<file path="config.mk">
export PLATFORM = sky130hd
export DESIGN_NAME = conv2_job_scheduler
export DESIGN_NICKNAME = d
export VERILOG_FILES = /design/src/rtl/conv2_job_scheduler.sv
export SDC_FILE = /design/constraint.sdc
export NUM_CORES = 1
export LEC_CHECK = 0
export ABC_AREA = 1
export CAP_MARGIN = 20
export CORE_UTILIZATION = 30
export DETAILED_ROUTE_END_ITERATION = 12
export GPL_ROUTABILITY_DRIVEN = 0
export SYNTH_ARGS = -nofsm -noshare
export SYNTH_HDL_FRONTEND = slang
export SYNTH_SLANG_ARGS = --single-unit
</file>
<file path="constraint.sdc">
create_clock -name clk -period 3.85 [get_ports clk]
set_clock_uncertainty 0.1 [all_clocks]
set_input_delay 0.77 -clock clk [delete_from_list [all_inputs] [get_ports clk]]
set_output_delay 0.77 -clock clk [all_outputs]
set_load 0.005 [all_outputs]
</file>
<file path="src/rtl/conv2_job_scheduler.sv">
// conv2_job_scheduler: sequences 8x4 conv2 kernel jobs through one shared engine, building per-output-channel post-sums.
module conv2_job_scheduler #(
  parameter int N_IN    = 4,
  parameter int N_OUT   = 8,
  parameter int TIMEOUT = 256
) (
  input  logic       clk,
  input  logic       rst,
  input  logic       start,
  input  logic       abort,
  input  logic       eng_done,
  output logic       eng_start,
  output logic [4:0] kernel_idx,
  output logic [1:0] in_ch_sel,
  output logic [2:0] out_ch,
  output logic       acc_clear,
  output logic       acc_en,
  output logic       ch_wr,
  output logic       busy,
  output logic       done,
  output logic       err
);
  localparam int TW = $clog2(TIMEOUT) + 1;
  typedef enum logic [2:0] {IDLE, ISSUE, WAIT, ACC, WRITE, FINISH, ERR} state_t;
  state_t state;
  logic [1:0] ic;
  logic [2:0] oc;
  logic [TW-1:0] timer;
  assign kernel_idx = 5'(32'(oc) * N_IN + 32'(ic));
  assign in_ch_sel = ic;
  assign out_ch = oc;
  // Pulses are set on the transition into the state that owns them, so every output is a flop.
  always_ff @(posedge clk or posedge rst) begin
    if (rst) begin
      state <= IDLE;
      ic <= '0;
      oc <= '0;
      timer <= '0;
      eng_start <= 1'b0;
      acc_clear <= 1'b0;
      acc_en <= 1'b0;
      ch_wr <= 1'b0;
      busy <= 1'b0;
      done <= 1'b0;
      err <= 1'b0;
    end else begin
      eng_start <= 1'b0;
      acc_clear <= 1'b0;
      acc_en <= 1'b0;
      ch_wr <= 1'b0;
      done <= 1'b0;
      if (abort && state != IDLE) begin
        state <= IDLE;
        busy <= 1'b0;
      end else begin
        case (state)
          IDLE: if (start) begin
            oc <= '0;
            ic <= '0;
            err <= 1'b0;
            busy <= 1'b1;
            eng_start <= 1'b1;
            acc_clear <= 1'b1;
            state <= ISSUE;
          end
          ISSUE: begin
            timer <= '0;
            state <= WAIT;
          end
          WAIT: if (eng_done) begin
            acc_en <= 1'b1;
            state <= ACC;
          end else if (timer == TW'(TIMEOUT - 1)) begin
            err <= 1'b1;
            state <= ERR;
          end else begin
            timer <= timer + TW'(1);
          end
          ACC: if (ic == 2'(N_IN - 1)) begin
            ch_wr <= 1'b1;
            state <= WRITE;
          end else begin
            ic <= ic + 2'd1;
            eng_start <= 1'b1;
            state <= ISSUE;
          end
          WRITE: if (oc == 3'(N_OUT - 1)) begin
            done <= 1'b1;
            state <= FINISH;
          end else begin
            oc <= oc + 3'd1;
            ic <= '0;
            eng_start <= 1'b1;
            acc_clear <= 1'b1;
            state <= ISSUE;
          end
          default: begin
            busy <= 1'b0;
            state <= IDLE;
          end
        endcase
      end
    end
  end
endmodule

</file>
==> results.sh <==
export IMPL_ys_ff_latch=24
export IMPL_drcViolationCount=0
export IMPL_grt_pass1_wl_um=4430
export IMPL_die_area_um2=4780
export IMPL_cts_buffers=3
export IMPL_grt_pass1_vias=971
export IMPL_rsz0062_at_grt="no"
export IMPL_synthCells=173
export IMPL_crit_slowest_cell="clkdlybuf4s50_1"
export IMPL_slew_viol_final=0
export IMPL_cp_depth=1
export IMPL_root_buffer="clkbuf_8"
export IMPL_first_iter_violations=71
export IMPL_vias_per_cell=4.37
export IMPL_post_synth_top_area_cell="dfrtp_1"
export IMPL_final_antenna_net_count=0
export IMPL_post_cts_resized=0
export IMPL_start_kind="flip-flop"
export IMPL_fillerInstances=442
export IMPL_die_h_um=69.1
export IMPL_dr_pass1_iters=4
export IMPL_leakage_nw=0.796
export IMPL_synth_seq_area_share=0.444
export IMPL_critPathKind="reg -> out"
export IMPL_endpoint_kind="primary output"
export IMPL_diodes=0
export IMPL_path_buf_inv=1
export IMPL_place_area_um2=1570
export IMPL_hpwlAfterDp_um=1850
export IMPL_grt_max_degree=25
export IMPL_cts_tree="yes"
export IMPL_required_ps=2980
export IMPL_crit_fanout=5
export IMPL_hp_class="reg -> reg"
export IMPL_core_area_um2=4350
export IMPL_layout_drive_gt1_share=0.0995
export IMPL_maxSlewHeadroom=0.383
export IMPL_holdPathStages=2
export IMPL_layout_common_cells="nand2_1 (52), dfrtp_1 (24), inv_1 (21), clkdlybuf4s50_1 (21), nand3_1 (20)"
export IMPL_tns_ps=0
export IMPL_area_delta_synth_final_pct=21.5
export IMPL_synthesis_area_um2=1350
export IMPL_setup_viol=0
export IMPL_pin_count=22
export IMPL_min_period_ps=2070
export IMPL_grt_use_total=0.112
export IMPL_routed_wl_um=2480
export IMPL_synth_yosys_warnings=0
export IMPL_clkLatencyLatePin_ps=260
export IMPL_fmax_mhz=483
export IMPL_io_buffers=21
export IMPL_final_area_um2=1640
export IMPL_syn_avg_cell_area_um2=7.81
export IMPL_layout_cells_non_filler=243
export IMPL_wl_per_cell_um=10.2
export IMPL_outcome="completed"
export IMPL_htree_levels=1
export IMPL_cts_setup_buffers=0
export IMPL_synthTopCellsByArea="dfrtp_1 (44%), nand2_1 (14%), nand3_1 (7.4%), inv_1 (5.8%), ha_1 (4.6%)"
export IMPL_num_rows=24
export IMPL_cap_violations=0
export IMPL_holdBufCountCts=0
export IMPL_p_total_mw=0.949
export IMPL_ys_flop_type="dfrtp_1"
export IMPL_cts_sinks=24
export IMPL_cp_cell_sequence="clkdlybuf4s50_1"
export IMPL_synth_edf_count=0
export IMPL_vdd_drop_max_v=0.000256
export IMPL_pwr_density_cell_nw_per_um2=578
export IMPL_synth_nets=183
export IMPL_synth_top_cell_area_share=0.444
export IMPL_reg2regPathDepth=11
export IMPL_synthArstFlopShare=1.00
export IMPL_clk_pin_slew_ps=90
export IMPL_layout_commonest_cell="nand2_1"
export IMPL_grt_overflow_total=0
export IMPL_synth_distinct_cells=21
export IMPL_hold_viol_final=0
export IMPL_num_vias=1062
export IMPL_tightest_slew_ps=925
export IMPL_post_route_period_util=0.538
export IMPL_arrival_ps=1200
export IMPL_clock_path_buffers=2
export IMPL_utilization=0.377
export IMPL_slowest_delay_ps=520
export IMPL_dp_cells=239
export IMPL_layout_nets=202
export IMPL_cp_top_family="buffers and inverters"
export IMPL_die_x_um=69.1
export IMPL_initial_utilization=0.310
export IMPL_antenna_found_initial=0
power by group:
part | total (mW) | switching (mW) | internal (mW) | leakage (nW)
clock | 0.220 | 0.0810 | 0.139 | 0.0357
combinational | 0.383 | 0.226 | 0.157 | 0.434
sequential | 0.346 | 0.0440 | 0.302 | 0.326
cell usage after synthesis (3+ instances only):
library cell and instances:
buf_4 6, dfrtp_1 24, ha_1 5, inv_1 21
nand2_1 52, nand2_2 3, nand3_1 20, nand4_1 3
nor2_1 14, o21ai_0 5, o21ai_1 3, o21ai_2 6
logic make-up (layout without fill, tap and decap cells):
group                      count (synthesis)  after routing  synth area share
buffers and inverters                     30             48             0.106
adders and majority gates                  5              5            0.0463
and+or+nand+nor                           98             98             0.324
AOI/OAI and AO/OA                         16             16            0.0796
DFF                                       24             24             0.444
path summary, 6_finish.rpt:
kind,from,to,slack [ps]
worst max-delay path,out_ch[0]$_DFFE_PP0P_,kernel_idx[2],1780
max in group asynchronous,rst,err$_DFFE_PP0P_,2180
worst min-delay path,err$_DFFE_PP0P_,err$_DFFE_PP0P_,380
worst min register to register,err$_DFFE_PP0P_,err$_DFFE_PP0P_,380
min in group asynchronous,rst,out_ch[1]$_DFFE_PP0P_,910
worst max register to register,timer[0]$_DFFE_PP0P_,timer[7]$_DFFE_PP0P_,1780
flip-flops by register name, summed over array words and instances (netlist names):
register   count
state          3
acc_clear      1
busy           1
in_ch_sel      2
eng_start      1
ch_wr          1
out_ch         3
acc_en         1
timer          9
done           1
err            1
cell type report:
cell class | count | area, um^2 | area share
multi-input combinational | 119 | 608 | 0.370
sequential | 24 | 601 | 0.366
timing repair buffer | 21 | 210 | 0.128
inverter | 23 | 86.3 | 0.0526
tap | 52 | 65.1 | 0.0396
clock buffer | 3 | 41.3 | 0.0252
clock inverter | 1 | 30.0 | 0.0183
routing by layer:
layer  global-route usage  share of wire
met5                    0              0
met4               0.0363         0.0085
met3               0.0146          0.029
met2                0.153           0.42
met1                0.178           0.54
through the flow:
step	setup slack, ps	hold WS (ps)
global route	1550	439
detailed placement	1680	367
global placement	1740	366
finish	1780	380
CTS	1750	394
floorplan	2020	353
No activity file was read; power rests on OpenSTA's default activity.
